$ cat config.mk
export PLATFORM = sky130hd
export DESIGN_NAME = mem_stage_flat
export DESIGN_NICKNAME = d
export VERILOG_FILES = /design/src/rtl/mem_stage_if.sv /design/src/rtl/mem_stage.sv /design/src/flat_wrapper.sv
export SDC_FILE = /design/constraint.sdc
export NUM_CORES = 1
export LEC_CHECK = 0
export CORE_MARGIN = 8
export CORE_UTILIZATION = 38
export CTS_CLUSTER_DIAMETER = 80
export DETAILED_ROUTE_END_ITERATION = 8
export GPL_TIMING_DRIVEN = 0
export PLACE_DENSITY = 0.95
export SLEW_MARGIN = 20
export SYNTH_ARGS = -nofsm -noshare
export SYNTH_HDL_FRONTEND = slang
export SYNTH_SLANG_ARGS = --single-unit
$ cat constraint.sdc
create_clock -name CLK -period 3.25 [get_ports CLK]
set_input_delay 0.65 -clock CLK [delete_from_list [all_inputs] [get_ports CLK]]
set_output_delay 0.65 -clock CLK [all_outputs]
set_load 0.02 [all_outputs]
$ cat src/rtl/mem_stage_if.sv
// Data-memory request/acknowledge bus between the MEM stage and the data memory.
interface mem_stage_if;
  logic [31:0] D_Addr;
  logic [31:0] D_Wdata;
  logic        D_We;
  logic        D_Req;
  logic [31:0] D_Rdata;
  logic        D_Ack;

  modport master (
    output D_Addr, D_Wdata, D_We, D_Req,
    input  D_Rdata, D_Ack
  );

  modport slave (
    input  D_Addr, D_Wdata, D_We, D_Req,
    output D_Rdata, D_Ack
  );
endinterface

$ cat src/rtl/mem_stage.sv
// MEM pipeline stage: data-memory handshake FSM, pipeline stall, branch/jump redirect, MEM/WB register.
// Optional build macro MEM_TIMEOUT_EN adds an access watchdog that raises a sticky Mem_Err.
//
// state | meaning
// IDLE  | no access outstanding; a pending load/store issues its request here
// WAIT  | request held, waiting for D_Ack
// DONE  | access complete; stall released for one cycle
module mem_stage (
  input  logic        CLK,
  input  logic        Rst,
  input  logic [31:0] M_ALUout,
  input  logic [31:0] M_busB,
  input  logic [31:0] M_Btarg,
  input  logic [31:0] M_Jtarg,
  input  logic        M_Zero,
  input  logic        M_Overflow,
  input  logic [4:0]  M_Rw,
  input  logic        M_MemWr,
  input  logic        M_Jump,
  input  logic        M_Branch,
  input  logic        M_MemtoReg,
  input  logic        M_RegWr,
  mem_stage_if.master dmem,
  output logic        Stall,
  output logic        PCSrc,
  output logic [31:0] PC_targ,
  output logic [31:0] W_Data,
  output logic [4:0]  W_Rw,
  output logic        W_RegWr,
  output logic        Mem_Err
);

  localparam logic [1:0] S_IDLE = 2'd0;
  localparam logic [1:0] S_WAIT = 2'd1;
  localparam logic [1:0] S_DONE = 2'd2;

  // Declaration initialisers give the same power-up state as reset.
  logic [1:0]  r_state   = S_IDLE;
  logic [31:0] r_buf     = 32'd0;
  logic [31:0] r_w_data  = 32'd0;
  logic [4:0]  r_w_rw    = 5'd0;
  logic        r_w_regwr = 1'b0;

  logic [1:0]  w_next;
  logic        w_ld;
  logic        w_st;
  logic        w_op;
  logic        w_busy;
  logic        w_stall;
  logic        w_capture;
  logic        w_timeout;

  assign w_ld   = M_MemtoReg & M_RegWr & ~M_Overflow;
  assign w_st   = M_MemWr & ~M_Overflow;
  assign w_op   = w_ld | w_st;
  assign w_busy = (r_state == S_IDLE) | (r_state == S_WAIT);

  assign dmem.D_Req   = w_op & w_busy;
  assign dmem.D_We    = w_st & dmem.D_Req;
  assign dmem.D_Addr  = {M_ALUout[31:2], 2'b00};
  assign dmem.D_Wdata = M_busB;

  assign w_stall   = w_op & (r_state != S_DONE);
  assign w_capture = dmem.D_Ack & w_ld & w_busy;

  assign Stall   = w_stall;
  assign PCSrc   = ~w_stall & (M_Jump | (M_Branch & M_Zero));
  assign PC_targ = M_Jump ? M_Jtarg : M_Btarg;

  assign W_Data  = r_w_data;
  assign W_Rw    = r_w_rw;
  assign W_RegWr = r_w_regwr;

  always_comb begin
    w_next = r_state;
    case (r_state)
      S_IDLE:  if (w_op) w_next = dmem.D_Ack ? S_DONE : S_WAIT;
      S_WAIT:  if (dmem.D_Ack | w_timeout) w_next = S_DONE;
      S_DONE:  w_next = S_IDLE;
      default: w_next = S_IDLE;
    endcase
  end

  always_ff @(negedge CLK) begin
    if (Rst) begin
      r_state   <= S_IDLE;
      r_buf     <= 32'd0;
      r_w_data  <= 32'd0;
      r_w_rw    <= 5'd0;
      r_w_regwr <= 1'b0;
    end else begin
      r_state <= w_next;
      if (w_capture)
        r_buf <= dmem.D_Rdata;
      else if (w_timeout)
        r_buf <= 32'hDEADBEEF;
      // A stalled cycle pushes a bubble into MEM/WB but keeps its data fields.
      if (!w_stall) begin
        r_w_data  <= M_MemtoReg ? r_buf : M_ALUout;
        r_w_rw    <= M_Rw;
        r_w_regwr <= M_RegWr & ~M_Overflow;
      end else begin
        r_w_regwr <= 1'b0;
      end
    end
  end

`ifdef MEM_TIMEOUT_EN
  logic [3:0] r_cnt     = 4'd0;
  logic       r_mem_err = 1'b0;

  // The watchdog fires as the count reaches 15, so a lost access stalls 16 cycles in total.
  assign w_timeout = (r_state == S_WAIT) & ~dmem.D_Ack & (r_cnt == 4'd14);
  assign Mem_Err   = r_mem_err;

  always_ff @(negedge CLK) begin
    if (Rst) begin
      r_cnt     <= 4'd0;
      r_mem_err <= 1'b0;
    end else begin
      r_cnt <= ((r_state == S_WAIT) && (w_next == S_WAIT)) ? r_cnt + 4'd1 : 4'd0;
      if (w_timeout)
        r_mem_err <= 1'b1;
    end
  end
`else
  assign w_timeout = 1'b0;
  assign Mem_Err   = 1'b0;
`endif

endmodule

$ cat src/flat_wrapper.sv
// flat-port wrapper written by rule: the top's interface ports become plain ports
module mem_stage_flat 
  (CLK, Rst, M_ALUout, M_busB, M_Btarg, M_Jtarg, M_Zero, M_Overflow, M_Rw, M_MemWr, M_Jump, M_Branch, M_MemtoReg, M_RegWr, Stall, PCSrc, PC_targ, W_Data, W_Rw, W_RegWr, Mem_Err, dmem_D_Addr, dmem_D_Wdata, dmem_D_We, dmem_D_Req, dmem_D_Rdata, dmem_D_Ack);
  mem_stage_if dmem_i ();
  input  logic CLK;
  input  logic Rst;
  input  logic [31:0] M_ALUout;
  input  logic [31:0] M_busB;
  input  logic [31:0] M_Btarg;
  input  logic [31:0] M_Jtarg;
  input  logic M_Zero;
  input  logic M_Overflow;
  input  logic [4:0] M_Rw;
  input  logic M_MemWr;
  input  logic M_Jump;
  input  logic M_Branch;
  input  logic M_MemtoReg;
  input  logic M_RegWr;
  output logic Stall;
  output logic PCSrc;
  output logic [31:0] PC_targ;
  output logic [31:0] W_Data;
  output logic [4:0] W_Rw;
  output logic W_RegWr;
  output logic Mem_Err;
  output wire logic [$bits(dmem_i.D_Addr)-1:0] dmem_D_Addr;
  output wire logic [$bits(dmem_i.D_Wdata)-1:0] dmem_D_Wdata;
  output wire logic [$bits(dmem_i.D_We)-1:0] dmem_D_We;
  output wire logic [$bits(dmem_i.D_Req)-1:0] dmem_D_Req;
  input wire logic [$bits(dmem_i.D_Rdata)-1:0] dmem_D_Rdata;
  input wire logic [$bits(dmem_i.D_Ack)-1:0] dmem_D_Ack;
  assign dmem_D_Addr = dmem_i.D_Addr;
  assign dmem_D_Wdata = dmem_i.D_Wdata;
  assign dmem_D_We = dmem_i.D_We;
  assign dmem_D_Req = dmem_i.D_Req;
  assign dmem_i.D_Rdata = dmem_D_Rdata;
  assign dmem_i.D_Ack = dmem_D_Ack;
  mem_stage u_core (.CLK(CLK), .Rst(Rst), .M_ALUout(M_ALUout), .M_busB(M_busB), .M_Btarg(M_Btarg), .M_Jtarg(M_Jtarg), .M_Zero(M_Zero), .M_Overflow(M_Overflow), .M_Rw(M_Rw), .M_MemWr(M_MemWr), .M_Jump(M_Jump), .M_Branch(M_Branch), .M_MemtoReg(M_MemtoReg), .M_RegWr(M_RegWr), .dmem(dmem_i), .Stall(Stall), .PCSrc(PCSrc), .PC_targ(PC_targ), .W_Data(W_Data), .W_Rw(W_Rw), .W_RegWr(W_RegWr), .Mem_Err(Mem_Err));
endmodule
==> results.yml <==
status:
  status: "finished with violations"
  failed_checks: "setup timing"
floorplanning:
  chipHeight_um: 123
  die_w_um: 123
  rows: 39
  start_util_pct: 38.6
  die_area_sq_um: 15100
  ioPinCount: 314
  coreArea_sq_um: 11300
critical_path:
  cp_top_family: "simple AND/OR/NAND/NOR gates"
  required_ps: 2600
  critPathCaptureType: "output port"
  critPathArrivalTime_ps: 3100
  start_kind: "flop"
  crit_buf_inv: 2
  path_cells: "nor2b_4 -> or3_4 -> inv_8 -> nor2_4 -> buf_6"
  slowest_delay_ps: 370
  path_class: "flop to output port"
  crit_slowest_cell: "or3_4"
  cp_max_fo: 3
cells_and_area:
  final_util_pct: 71.2
  final_cell_mix: "229 x clkdlybuf4s50_1, 78 x buf_4, 74 x nand2b_1, 74 x inv_1, 70 x dfxtp_1"
  synthToLayoutAreaGrowth_pct: 84.5
  final_common_cell: "clkdlybuf4s50_1"
  final_nets: 981
  drive_gt1_share_pct: 29.5
power:
  p_leak_nw: 3.54
  power_density_nw_per_um2: 435
  p_total_mw: 3.49
  peakVddDrop_v: 0.000286
placed_design:
  port_buffers: 275
  hpwl_mm: 16.3
  gp_congestion: 0.895
  dp_slack_ps: -818
cts:
  ctsHoldBuffers: 0
  path_clk_slew_ps: 40
  root_buffer: "clkbuf_16"
  cts-buffers-inserted: 9
  htreeDepth: 3
  cts_max_path_buffers: 2
  clock_latency_ps: 410
  cts_tree: "built"
  cts_sinks: 72
route:
  vias: 4707
  wl_mm: 20.8
  wl_per_cell_um: 21.8
  viasPerCell: 4.93
  drc: 0
  drtAntennaViolNets: 0
  first_pass_iters: 4
  drt_iter0_markers: 164
timing:
  hold_viol: 0
  skew_ps: 37.0
  fin_ws_ps: -496
  setup_violations: 32
  hold_ws_ps: 469
  max_slew.worst_pin.slew_ps: 557
  grt_setup_unrepaired: "true"
  finalMaxSlewViolations: 0
  relSlewSlack_pct: 62.9
global_route:
  antenna_found_initial: 1
  grt_pass1_wl_mm: 30.2
  grt_use_total_pct: 26.1
  grt-ovfl-total: 0
  grt_max_degree: 13
  grt_pass1_vias: 5393
yosys:
  synth_area_sq_um: 4350
  synth_top_area_share_pct: 33.1
  synth.yosys.seq_area_share_pct: 33.1
  syn-instance-count: 432
  avgSynthCellArea_sq_um: 10.1
  synth_seq_cells: 72
  yosysUniqueCellTypes: 26
  synth-warning-count: 0
  synthTopCellsByArea: "dfxtp_1 33%, mux2i_1 16%, buf_4 12%"
  yosysTopAreaCell: "dfxtp_1"
hold_path:
  min_path_type: "flop to flop"
run:
  maxCapViolCount: 0
-- state kept, by name, indices dropped and copies added (netlist names) --
name and flops:
u_core.W_Data 32, u_core.r_state 2, u_core.W_Rw 5, u_core.r_buf 32, u_core.W_RegWr 1
-- repair_timing --
action                                  CTS  global route
endpoints found under the setup margin  114            53
gates resized for setup                 208            22
setup buffers                            11             4
hold endpoints to repair                  0             0
pin swaps                                 5             3
gates cloned                              2             0
-- cell usage after synthesis, drive strengths merged --
cell,instances
nor2,3
nor3,2
mux2i,69
nor3b,1
or3,1
nand3,1
dfxtp,72
inv,3
mux2,32
a21oi,2
clkbuf,21
nor4,32
nand2b,74
a211oi,32
nor2b,1
conb,1
buf,82
o211a,2
nor4b,1
-- where the power goes --
| group | total, mW | leakage [nW] | internal, mW | switching [mW] |
|---|---|---|---|---|
| clock | 1.60 | 0.565 | 0.949 | 0.652 |
| sequential | 0.961 | 0.591 | 0.935 | 0.0260 |
| combinational | 0.932 | 2.39 | 0.494 | 0.438 |
-- worst reg2reg max path: stages, from the launching register on --
cell,delay (ps)
dfxtp_4,330
buf_4,130
buf_6,120
buf_4,130
buf_4,140
nor3_4,170
buf_6,180
bufbuf_16,280
mux2i_1,180
-- worst paths after layout --
path,startpoint,to,slack (ps),cells past startpoint
worst max register to register,u_core.r_state[1],u_core.r_buf[24],1530,8
worst min register to register,u_core.r_buf[26],u_core.r_buf[26],470,2
worst min-delay path,u_core.r_buf[26],u_core.r_buf[26],470,2
worst max-delay path,u_core.r_state[1],PCSrc,-500,5
-- metrics by stage --
step,TNS (ps),instance area (sq um),cells
5_1_grt,-3150,8030,955
6_report,-2280,8030,955
3_5_place_dp,-54280,7310,852
3_3_place_gp,-51740,7310,852
2_1_floorplan,-7180,4380,434
4_1_cts,-3490,7970,951
-- cells by family (layout without fill, tap and decap cells) --
family | Yosys count | in the layout | share of synthesized area (%)
simple gates | 116 | 116 | 16.6
buf+inv | 106 | 483 | 16.1
compound gates | 36 | 36 | 9.92
mux | 101 | 101 | 24.2
other cells | 1 | 4 | 0.0862
flops | 72 | 72 | 33.1
-- final cells by class --
cell class,count,area (sq um)
Inverter,2,15.0
Sequential cell,72,1450
Tap cell,143,179
Clock buffer,9,225
Timing Repair Buffer,292,2710
Fill cell,833,3250
Antenna cell,1,2.50
Multi-Input combinational cell,256,2300
Clock inverter,79,412
Buffer,101,734
-- layer usage --
layer,vias up,GRT usage [%],routed length [um]
li1,2198,-,-
met1,2217,26.2,7480
met2,260,48.0,11100
met3,32,9.00,1790
met4,0,11.4,471
met5,-,0,0
No activity file was read; power rests on OpenSTA's default activity.
